`src/rtl/elevator_scheduler_if.sv`:
```
// rtl/elevator_scheduler_if.sv - request/status bundle between floor detectors, scheduler and display logic
interface elevator_scheduler_if #(
    parameter int FLOORS  = 10,
    parameter int FLOOR_W = 4
);
    logic [FLOORS-1:0]  is_requested;
    logic [FLOORS-1:0]  request_clear;
    logic [FLOOR_W-1:0] current_floor;
    logic               direction;
    logic               moving;
    logic               door_open;
    logic [1:0]         sched_state;

    // Detector / display side
    modport master (
        output is_requested,
        input  request_clear,
        input  current_floor,
        input  direction,
        input  moving,
        input  door_open,
        input  sched_state
    );

    // Scheduler side
    modport slave (
        input  is_requested,
        output request_clear,
        output current_floor,
        output direction,
        output moving,
        output door_open,
        output sched_state
    );
endinterface

```
`src/rtl/elevator_scheduler.sv`:
```
// rtl/elevator_scheduler.sv - single-car SCAN scheduler driving floor, direction, door and clear pulses
module elevator_scheduler #(
    parameter int FLOORS        = 10,
    parameter int FLOOR_W       = 4,
    parameter int TRAVEL_CYCLES = 4,
    parameter int DOOR_CYCLES   = 6
) (
    input  logic                 clock,
    input  logic                 reset_n,
    elevator_scheduler_if.slave  bus
);
    localparam int CNT_MAX = (TRAVEL_CYCLES > DOOR_CYCLES) ? TRAVEL_CYCLES : DOOR_CYCLES;
    localparam int CNT_W   = (CNT_MAX > 1) ? $clog2(CNT_MAX) : 1;

    typedef enum logic [1:0] {
        S_IDLE   = 2'd0,
        S_MOVE   = 2'd1,
        S_ARRIVE = 2'd2,
        S_DOOR   = 2'd3
    } state_t;

    state_t             r_state;
    logic [FLOOR_W-1:0] r_floor;
    logic               r_dir;
    logic [CNT_W-1:0]   r_cnt;
    logic [FLOORS-1:0]  r_clear;
    logic               r_moving;
    logic               r_door;

    state_t             w_state_nxt;
    logic [FLOOR_W-1:0] w_floor_nxt;
    logic               w_dir_nxt;
    logic [CNT_W-1:0]   w_cnt_nxt;
    logic [FLOORS-1:0]  w_clear_nxt;
    logic               w_here;
    logic               w_above;
    logic               w_below;
    logic               w_ahead;
    logic               w_behind;

    // Classify pending requests relative to the car's current floor
    always_comb begin
        w_here  = 1'b0;
        w_above = 1'b0;
        w_below = 1'b0;
        for (int i = 0; i < FLOORS; i++) begin
            if (bus.is_requested[i]) begin
                if (i > int'(r_floor)) begin
                    w_above = 1'b1;
                end else if (i < int'(r_floor)) begin
                    w_below = 1'b1;
                end else begin
                    w_here = 1'b1;
                end
            end
        end
        w_ahead  = r_dir ? w_above : w_below;
        w_behind = r_dir ? w_below : w_above;
    end

    // Next-state: SCAN decision in IDLE/ARRIVE, timed travel and door dwell
    always_comb begin
        w_state_nxt = r_state;
        w_floor_nxt = r_floor;
        w_dir_nxt   = r_dir;
        w_cnt_nxt   = r_cnt;
        w_clear_nxt = '0;
        case (r_state)
            S_IDLE, S_ARRIVE: begin
                w_cnt_nxt = '0;
                if (w_here) begin
                    w_state_nxt = S_DOOR;
                    w_clear_nxt = FLOORS'(1) << r_floor;
                end else if (w_ahead) begin
                    w_state_nxt = S_MOVE;
                end else if (w_behind) begin
                    w_state_nxt = S_MOVE;
                    w_dir_nxt   = ~r_dir;
                end else begin
                    w_state_nxt = S_IDLE;
                end
            end
            S_MOVE: begin
                if (r_cnt == CNT_W'(TRAVEL_CYCLES - 1)) begin
                    w_state_nxt = S_ARRIVE;
                    w_cnt_nxt   = '0;
                    w_floor_nxt = r_dir ? (r_floor + FLOOR_W'(1)) : (r_floor - FLOOR_W'(1));
                end else begin
                    w_cnt_nxt = r_cnt + CNT_W'(1);
                end
            end
            S_DOOR: begin
                if (r_cnt == CNT_W'(DOOR_CYCLES - 1)) begin
                    w_state_nxt = S_IDLE;
                    w_cnt_nxt   = '0;
                end else begin
                    w_cnt_nxt = r_cnt + CNT_W'(1);
                end
            end
            default: begin
                w_state_nxt = S_IDLE;
                w_cnt_nxt   = '0;
            end
        endcase
    end

    // State and registered outputs; status flags follow the state on the same edge
    always_ff @(posedge clock) begin
        if (!reset_n) begin
            r_state  <= S_IDLE;
            r_floor  <= '0;
            r_dir    <= 1'b1;
            r_cnt    <= '0;
            r_clear  <= '0;
            r_moving <= 1'b0;
            r_door   <= 1'b0;
        end else begin
            r_state  <= w_state_nxt;
            r_floor  <= w_floor_nxt;
            r_dir    <= w_dir_nxt;
            r_cnt    <= w_cnt_nxt;
            r_clear  <= w_clear_nxt;
            r_moving <= (w_state_nxt == S_MOVE);
            r_door   <= (w_state_nxt == S_DOOR);
        end
    end

    assign bus.request_clear = r_clear;
    assign bus.current_floor = r_floor;
    assign bus.direction     = r_dir;
    assign bus.moving        = r_moving;
    assign bus.door_open     = r_door;
    assign bus.sched_state   = r_state;
endmodule
```
`src/flat_wrapper.sv`:
```
// flat-port wrapper written by rule: the top's interface ports become plain ports
module elevator_scheduler_flat 
#(
    parameter int FLOORS        = 10,
    parameter int FLOOR_W       = 4,
    parameter int TRAVEL_CYCLES = 4,
    parameter int DOOR_CYCLES   = 6
)
  (clock, reset_n, bus_is_requested, bus_request_clear, bus_current_floor, bus_direction, bus_moving, bus_door_open, bus_sched_state);
  elevator_scheduler_if #(.FLOORS(FLOORS), .FLOOR_W(FLOOR_W)) bus_i ();
  input  logic clock;
  input  logic reset_n;
  input wire logic [$bits(bus_i.is_requested)-1:0] bus_is_requested;
  output wire logic [$bits(bus_i.request_clear)-1:0] bus_request_clear;
  output wire logic [$bits(bus_i.current_floor)-1:0] bus_current_floor;
  output wire logic [$bits(bus_i.direction)-1:0] bus_direction;
  output wire logic [$bits(bus_i.moving)-1:0] bus_moving;
  output wire logic [$bits(bus_i.door_open)-1:0] bus_door_open;
  output wire logic [$bits(bus_i.sched_state)-1:0] bus_sched_state;
  assign bus_i.is_requested = bus_is_requested;
  assign bus_request_clear = bus_i.request_clear;
  assign bus_current_floor = bus_i.current_floor;
  assign bus_direction = bus_i.direction;
  assign bus_moving = bus_i.moving;
  assign bus_door_open = bus_i.door_open;
  assign bus_sched_state = bus_i.sched_state;
  elevator_scheduler #(.FLOORS(FLOORS), .FLOOR_W(FLOOR_W), .TRAVEL_CYCLES(TRAVEL_CYCLES), .DOOR_CYCLES(DOOR_CYCLES)) u_core (.clock(clock), .reset_n(reset_n), .bus(bus_i));
endmodule
```
`config.mk`:
```
export PLATFORM = sky130hd
export DESIGN_NAME = elevator_scheduler_flat
export DESIGN_NICKNAME = d
export VERILOG_FILES = /design/src/rtl/elevator_scheduler_if.sv /design/src/rtl/elevator_scheduler.sv /design/src/flat_wrapper.sv
export SDC_FILE = /design/constraint.sdc
export NUM_CORES = 1
export LEC_CHECK = 0
export BUFFER_PORTS_ARGS = -buffer_cell sky130_fd_sc_hd__buf_2
export CELL_PAD_IN_SITES_DETAIL_PLACEMENT = 1
export CELL_PAD_IN_SITES_GLOBAL_PLACEMENT = 1
export CORE_ASPECT_RATIO = 0.6
export CORE_UTILIZATION = 35
export CTS_CLUSTER_DIAMETER = 40
export DETAILED_ROUTE_END_ITERATION = 10
export GPL_ROUTABILITY_DRIVEN = 0
export PLACE_DENSITY_LB_ADDON = 0.1
export SYNTH_ARGS = -nofsm -noshare
export SYNTH_HDL_FRONTEND = slang
export SYNTH_SLANG_ARGS = --single-unit
```
`constraint.sdc`:
```
create_clock -name clock -period 2.2 [get_ports clock]
set_input_delay 0.33 -clock clock [delete_from_list [all_inputs] [get_ports clock]]
set_output_delay 0.33 -clock clock [all_outputs]
set_load 0.02 [all_outputs]
```
# --- After elaboration in Yosys (flattened, before gate mapping) ---
# Cells that the tools add are included.
totals:
  register_bits: 22
  latch_bits: 0
  ram_bits: 0
  mem_bits_ro: 0
  memories: 0
classes:
  add_sub_neg: 3
  n_mul: 0
  div: 0
  order_cmp: 19
  eq_ne: 7
  n_shift: 1
  n_mux: 88
  bitwise_logic: 3
  n_reduce_logical: 5
ops:
  columns: ["operator", "count"]
  rows:
  - ["$mux W1", 79]
  - ["$gt A3 B4 Y1 const A", 4]
  - ["$lt A3 B4 Y1 const A", 4]
  - ["$shl A1 B4 Y10 const A", 1]
  - ["$pmux W3 S3", 1]
  - ["$gt A2 B4 Y1 const A", 2]
  - ["$gt A4 B4 Y1 const A", 2]
  - ["$lt A1 B4 Y1 const A", 2]
  - ["$lt A2 B4 Y1 const A", 2]
  - ["$lt A4 B4 Y1 const A", 2]
  - ["$mux W2", 4]
  - ["$eq A2 B2 Y1 const B", 3]
  - ["$mux W3", 2]
  - ["$pmux W2 S3", 1]
  - ["$add A4 B1 Y4 const B", 1]
  - ["$eq A2 B1 Y1 const B", 2]
  - ["$gt A1 B4 Y1 const A", 1]
  - ["$mux W4", 1]
  - ["$reduce_and A4 Y1", 1]
  - ["$sub A4 B1 Y4 const B", 1]
  - ["$add A3 B1 Y3 const B", 1]
  - ["$eq A3 B2 Y1 const B", 1]
  - ["$eq A3 B3 Y1 const B", 1]
  - ["$not A1 Y1", 3]
  - ["4 further kinds", 4]

# --- Depth between registers and ports, before layout ---
# Gate-level depths: netlist of run 1.
logic_depth:
  depth_word: 36
  ltp_mapped: 9

# --- Least setup slack after synthesis of run 1 ---
# OpenSTA, ideal clock, no wires.
synth_path:
  kind: "reg-to-reg"
  start: "register u_core.r_floor[0], in the netlist u_core.bus.current_floor[0]"
  end: "register u_core.r_dir, in the netlist u_core.bus.direction"
  setup_time_ps: 122
  arrival_time_ps: 2160
  t_required_ps: 2078
  setup_slack_ps: -82
  path_stages_with_launch: 9
  path_buffers: 0
  path_cell_list: "dfxtp_1 -> inv_1 -> ha_1 -> nand3b_1 -> a221oi_1 -> nor4_4 -> nor2b_1 -> nor2b_1 -> o32a_1"
synth_via:
  elab_chain_len: 33
  elab_cells_between_ends: 100
  classes_between: "order compare: 19; mux: 78; bitwise: 2; reduce/logical: 1"
synth_lines:
  columns: ["item", "line_no", "text"]
  rows:
  - ["start, declared", "elevator_scheduler.sv:23", "logic [FLOOR_W-1:0] r_floor;"]
  - ["start signal, assigned", "elevator_scheduler.sv:119", "r_floor <= w_floor_nxt;"]
  - ["$lt A1 B4 Y1", "elevator_scheduler.sv:50", "end else if (i < int'(r_floor)) begin"]
  - ["$mux W1", "elevator_scheduler.sv:50", null]
  - ["$mux W1", "elevator_scheduler.sv:47", "if (bus.is_requested[i]) begin"]
  - ["$mux W1", "elevator_scheduler.sv:50", null]
  - ["$mux W1", "elevator_scheduler.sv:48", "if (i > int'(r_floor)) begin"]
  - ["$mux W1", "elevator_scheduler.sv:47", null]
  - ["$mux W1", "elevator_scheduler.sv:50", null]
  - ["$mux W1", "elevator_scheduler.sv:48", null]
  - ["(+17 left out)", null, null]
  - ["$mux W1", "elevator_scheduler.sv:48", null]
  - ["$mux W1", "elevator_scheduler.sv:47", null]
  - ["$mux W1", "elevator_scheduler.sv:50", null]
  - ["$mux W1", "elevator_scheduler.sv:48", null]
  - ["$mux W1", "elevator_scheduler.sv:47", null]
  - ["$mux W1", "elevator_scheduler.sv:57", "w_ahead = r_dir ? w_above : w_below;"]
  - ["$not A1 Y1 (no line)", null, null]
  - ["$reduce_and A4 Y1 (no line) *", null, null]
  - ["end signal, assigned", "elevator_scheduler.sv:120", "r_dir <= w_dir_nxt;"]
  - ["end, declared", "elevator_scheduler.sv:24", "logic r_dir;"]
# Every way passes the cells marked *; elsewhere a longest branch is shown, timed or not.
# A chain may end at the register's enable or synchronous reset.

# --- Final worst setup path of run 1 ---
# Ends and elaborated chain as after synthesis.

==> metrics.txt, run 1 <==
status=complete, no violations; placed cell count=around 230; total wire length=around 4100 um; Crit path arrival time=roughly 2300 ps; Pins Over Slew Limit=0; CTS tree=yes; # port buffers=30; HPWL Detailed=around 3300 um; first-pass GRT wire length=between 6000 and 7000 um; number of max-cap violations=0; I/O pin cnt=31; Post-Syn Area=approximately 1300 um2; postcts setup bufs=0; initial antenna violation count=0; Vias/cell=~5.5; die footprint=just under 4000 um2; crit path launch type=flip-flop; Slew headroom=63.86%; Non-Filler Instances=roughly 230; CTS Root Cell=clkbuf_8; Worst-path clk slew=around 80 ps; drt drc=0; hold buffer count at CTS=0; router iterations before antenna repair=4; final hold violation count=0; fin crit period=2141 ps; FP Rows=16; Setup crit end kind=flip-flop; total grt overflow=0; placed cell area=~1600 um2; fill count=between 400 and 500; ANT cells=0; register bit count reported by yosys=22; Crit path required time=between 2000 and 2500 ps; Avg Inst Size Synth=around 9 um2; initial DRC count=51; worst min-delay path category=input port to flip-flop; Clock Latency Late Sink=between 200 and 300 ps; Die Width=between 80 and 90 um; Synthesized Nets=165; share of the synthesized area in the top cell type=between 30% and 40%; most frequent cells in the layout=30 x buf_2, 19 x dfxtp_1, 17 x buf_4, 11 x and2_1; GRT Resource Usage Total=around 22%; prevailing post-synth register cell=dfxtp_1; DRT antenna net count=0; final clock skew=roughly 7.3 ps; Num CTS Buffers=3; Final WS setup=between 50 and 60 ps; Via Count=around 1300; RSZ-0062 raised after global routing=no; layout cell share with drive strength beyond 1=34.57%; Synth-to-Final Area Change=30.20%; Fin Setup TNS=0 ps; Post-synth EDFFs=0; post-synthesis sequential area ratio=34.08%; CP max-delay cell=or3b_2; crit-path cells=inv_2 > ha_4 > or3b_2 > o22ai_2 > nor4_4 > nor2b_1 > nor2b_1 > o32a_1; PD cells=572.1 nW/um2; Worst-Margin Slew=around 540 ps; top post-synthesis cells by area=dfxtp_1 34%, ha_1 9.7%, and2_1 5.3%; fmax=~470 MHz; Die Height=~50 um; initial core utilization=a little under two fifths; Setup Viol. Count Final=0; final instance area=1683 um2; IR drop worst, VDD=about 0.37 mV; Synthesis Warnings=0; hold_ws=400.1 ps; Crit path largest cell delay=500 ps; Mapped Cells=approximately 140; Yosys top cell by area=dfxtp_1; H-tree depth=1; crit path max fanout=6; Reg2Reg Setup Slack=about 59 ps; Crit Path Class=flip-flop to flip-flop; clock tree buffer depth=2; ys async rst share=0%; leak pwr=0.7369 nW; Clock Sinks=22; Post-layout nets=about 210; pin count of the biggest net entering global routing=15; Core Area=roughly 3400 um2; pre-CTS WS=-36.99 ps; vias in the first global route=~1300; commonest non-fill, non-tap cell in the layout=buf_2; Synth cell types=between 40 and 50; average wire per standard cell=around 18 um; Most common cell on crit path=nor2b_1; final worst-path cycle share=a little over nine tenths
## final cells by class
type	count	area, um2	share of cell area (%)
clock buffers	3	41.29	2.454
clock inverters	1	30.03	1.784
inverters	9	33.78	2.007
multi-input cells	106	797.0	47.36
flip-flops and latches	22	446.7	26.54
well taps	45	56.30	3.346
repair buffers	47	277.8	16.51
## metrics by stage
step / util [%] / total power [W]
floorplan: - / 0.0005315
global placement: 46.82 / 0.0005872
detailed placement: 46.82 / 0.0005951
CTS: 49.56 / 0.0009717
global route: 49.74 / 0.001010
finish: 49.74 / 0.0009628
## per-layer routing
| metal | vias to the layer above | GRT usage, % | routed length, um |
|---|---|---|---|
| met4 | 0 | 3.869 | 60 |
| met5 | - | 0 | 0 |
| met1 | 630 | 30.67 | 1923 |
| li1 | 597 | - | - |
| met3 | 6 | 4.486 | 255 |
| met2 | 41 | 36.58 | 1885 |
## sequential cells by signal, indices dropped and copies added, names as in the netlist
register and count:
u_core.bus.request_clear 10, u_core.bus.current_floor 4, u_core.r_cnt 3, u_core.bus.sched_state 2
u_core.bus.direction 1, u_core.bus.door_open 1, u_core.bus.moving 1
## power by group
group	switching [W]	internal, W	leakage (nW)
registers	0.0000232	0.000417	0.181
logic	0.0000839	0.0000617	0.521
clock network	0.000134	0.000243	0.0357
## synthesized netlist by cell type, types with 2 or more instances
cell / instances
a211oi_1: 2
a21oi_1: 7
a221oi_1: 2
a32o_1: 2
and2_1: 11
and3_1: 2
buf_6: 3
dfxtp_1: 22
ha_1: 10
inv_1: 9
mux2i_1: 2
nand2_1: 8
nand2b_1: 5
nand3_1: 4
nand3b_1: 4
nor2_1: 7
nor2b_1: 2
nor3_1: 3
nor3b_1: 2
nor4_1: 2
o211ai_1: 2
o21ai_0: 5
o21bai_1: 2
xnor2_1: 2
## worst max-delay path: cells and delay by family (launching register included)
| kind | cells | cell delay [ps] |
|---|---|---|
| adder cells (fa/ha/maj) | 1 | 180 |
| AO/OA/AOI/OAI | 2 | 450 |
| AND/OR/NAND/NOR | 4 | 910 |
| buffers and inverters | 1 | 120 |
| flip-flops | 1 | 360 |
## cells by family (layout without fill, tap and decap cells)
group,after synthesis,count (layout),synth area share (%)
fa+ha+maj,10,10,9.681
xor+xnor,3,3,2.033
flops,22,22,34.08
mux,2,2,1.549
simple gates,60,60,28.37
buf+inv,15,60,6.485
compound gates,31,31,17.81
## timing repair
| item | CTS | global route |
|---|---|---|
| gates resized for setup | 5 | 4 |
| setup endpoints to repair | 3 | 5 |
| pin swaps | 0 | 2 |
## final timing paths
path                                            start  cells past startpoint                              endpoint
max reg2reg  u_core.bus.current_floor[0]$_SDFFE_PN0P_                      8     u_core.bus.direction$_SDFFE_PN1P_
min reg2reg                u_core.r_cnt[0]$_SDFF_PN0_                      2            u_core.r_cnt[0]$_SDFF_PN0_
min                                           reset_n                      2  u_core.bus.sched_state[1]$_SDFF_PN0_
max          u_core.bus.current_floor[0]$_SDFFE_PN0P_                      8     u_core.bus.direction$_SDFFE_PN1P_
No activity file was read; power rests on OpenSTA's default activity.
==> run 2, diff against run 1 <==
- MAX_ROUTING_LAYER: default -> met4
==> run 2 against run 1 <==
  * Critical endpoint unchanged
  * Flip-flop and latch count unchanged
  * Cell count unchanged
  * Setup slack improved by 6.4 ps
  * Combinational power about the same
==> metrics.txt, run 2 (same netlist as run 1, synthesis figures left out) <==
crit path launch type=flip-flop; Vias/cell=5.481 (+0.24%); fin crit period=2134 ps (-6.438 ps); GRT Resource Usage Total=23.05% (+0.68 points); total grt overflow=0 (unchanged); register area=446.7 um2 (unchanged); WHS Endpoint=u_core.bus.sched_state[1]$_SDFF_PN0_; Die Height=49.07 um (unchanged); IR drop worst, VDD=0.3691 mV (about the same); most frequent cells in the layout=30 x buf_2, 19 x dfxtp_1, 17 x buf_4, 11 x and2_1; commonest non-fill, non-tap cell in the layout=buf_2; CTS Root Cell=clkbuf_8; area of the multi-input gates=797.0 um2 (unchanged); Pins Over Slew Limit=0 (unchanged); hold path cells=2 (unchanged); HPWL Detailed=3320 um (unchanged); ANT cells=0 (unchanged); r2r endpoint=u_core.bus.direction$_SDFFE_PN1P_; fmax=468.6 MHz (+0.30%); initial core utilization=38.20% (unchanged); hold_ws=396.4 ps (-3.761 ps); Post-layout nets=211 (unchanged); H-tree depth=1 (unchanged); Num CTS Buffers=3 (unchanged); CTS tree=yes; FP Rows=16 (unchanged); clock tree buffer depth=2 (unchanged); Crit path required time=2360 ps (about the same); # port buffers=30 (unchanged); final hold violation count=0 (unchanged); max FFs per register=10 (unchanged); fill count=417 (unchanged); initial DRC count=76 (+49%); hold_sp=reset_n; DRT antenna net count=0 (unchanged); final clock skew=6.996 ps (-0.2864 ps); PD cells=572.7 nW/um2 (about the same); crit path max fanout=6 (unchanged); vias in the first global route=1302 (unchanged); Via Count=1277 (+0.24%); Setup Viol. Count Final=0 (unchanged); Die Width=80.45 um (unchanged); R2R depth=8 (unchanged); Worst-Margin Slew=494.6 ps (-46.70 ps); die footprint=3948 um2 (unchanged); Non-Filler Instances=233 (unchanged); Slew headroom=66.98% (+3.1 points); r2r startpoint=u_core.bus.current_floor[0]$_SDFFE_PN0P_; status=complete, no violations; final worst-path cycle share=97.01% (-0.29 points); Synth-to-Final Area Change=30.20% (unchanged); router iterations before antenna repair=4 (unchanged); Setup crit end kind=flip-flop; Clock Sinks=22 (unchanged); Fin Setup TNS=0 ps (unchanged); drt drc=0 (unchanged); Worst-path clk slew=90 ps (about the same); worst min-delay path category=input port to flip-flop; first-pass GRT wire length=6596 um (+0.21%); total wire length=4114 um (-0.24%); average wire per standard cell=17.66 um (-0.24%); pin count of the biggest net entering global routing=15 (unchanged); layout cell share with drive strength beyond 1=34.57% (unchanged); I/O pin cnt=31 (unchanged); Reg2Reg Setup Slack=70 ps (about the same); number of max-cap violations=0 (unchanged); leak pwr=0.7369 nW (unchanged); placed cell count=229 (unchanged); Final WS setup=65.89 ps (+6.438 ps); Crit Path Class=flip-flop to flip-flop; Core Area=3383 um2 (unchanged); RSZ-0062 raised after global routing=no; pre-CTS WS=-36.99 ps (unchanged); Clock Latency Late Sink=260 ps (about the same); Crit path arrival time=2290 ps (about the same); initial antenna violation count=0 (unchanged)
## run 2: worst max-delay path, cell delays in order, from the launching register on
cell     delay (ps)
dfxtp_2         370
inv_2           120
ha_4            180
or3b_2          500
o22ai_2         160
nor4_4           90
nor2b_1         160
nor2b_1         160
o32a_1          290
## run 2: worst max path at each step
stage,from,endpoint,slack [ps],depth (start not counted)
floorplan,u_core.bus.current_floor[1]$_SDFFE_PN0P_,u_core.bus.direction$_SDFFE_PN1P_,50,9
global placement,u_core.bus.current_floor[0]$_SDFFE_PN0P_,u_core.bus.direction$_SDFFE_PN1P_,5,8
detailed placement,u_core.bus.current_floor[0]$_SDFFE_PN0P_,u_core.bus.direction$_SDFFE_PN1P_,-40,8
CTS,u_core.bus.current_floor[0]$_SDFFE_PN0P_,u_core.bus.direction$_SDFFE_PN1P_,8,8
global route,u_core.bus.current_floor[3]$_SDFFE_PN0P_,u_core.bus.moving$_SDFF_PN0_,2,6
finish,u_core.bus.current_floor[0]$_SDFFE_PN0P_,u_core.bus.direction$_SDFFE_PN1P_,70,8
## run 2: power breakdown
group          total, W  internal, W  switching (W)
registers      0.000441     0.000417      0.0000235
clock network  0.000377     0.000243       0.000135
logic          0.000145    0.0000617      0.0000837
total          0.000964     0.000722       0.000242
## run 2: per-layer routing
layer	vias up	GRT usage (%)	wire (um)
met2	32	36.72	1861
met3	10	4.486	141
met5	-	-	0
met1	635	30.67	2034
li1	600	-	-
met4	0	3.869	76
## run 2: area by class of cell
type                       instances  area share [%]
multi-input combinational        106           47.36
clock inverter                     1           1.784
inverter                           9           2.007
clock buffer                       3           2.454
sequential                        22           26.54
tap                               45           3.346
timing repair buffer              47           16.51
## run 2: metrics by stage
| step | area [um2] | utilization, % | power [W] |
|---|---|---|---|
| floorplan | 1300 | - | 0.0005315 |
| global placement | 1584 | 46.82 | 0.0005872 |
| detailed placement | 1584 | 46.82 | 0.0005951 |
| CTS | 1677 | 49.56 | 0.0009717 |
| global route | 1683 | 49.74 | 0.001010 |
| finish | 1683 | 49.74 | 0.0009637 |
## run 2: timing repair
action / CTS / global route
buffers inserted: 0 / 0
gates resized for setup: 5 / 4
hold buffers: 0 / 0
endpoints found under the setup margin: 3 / 5
pin swaps: 0 / 2
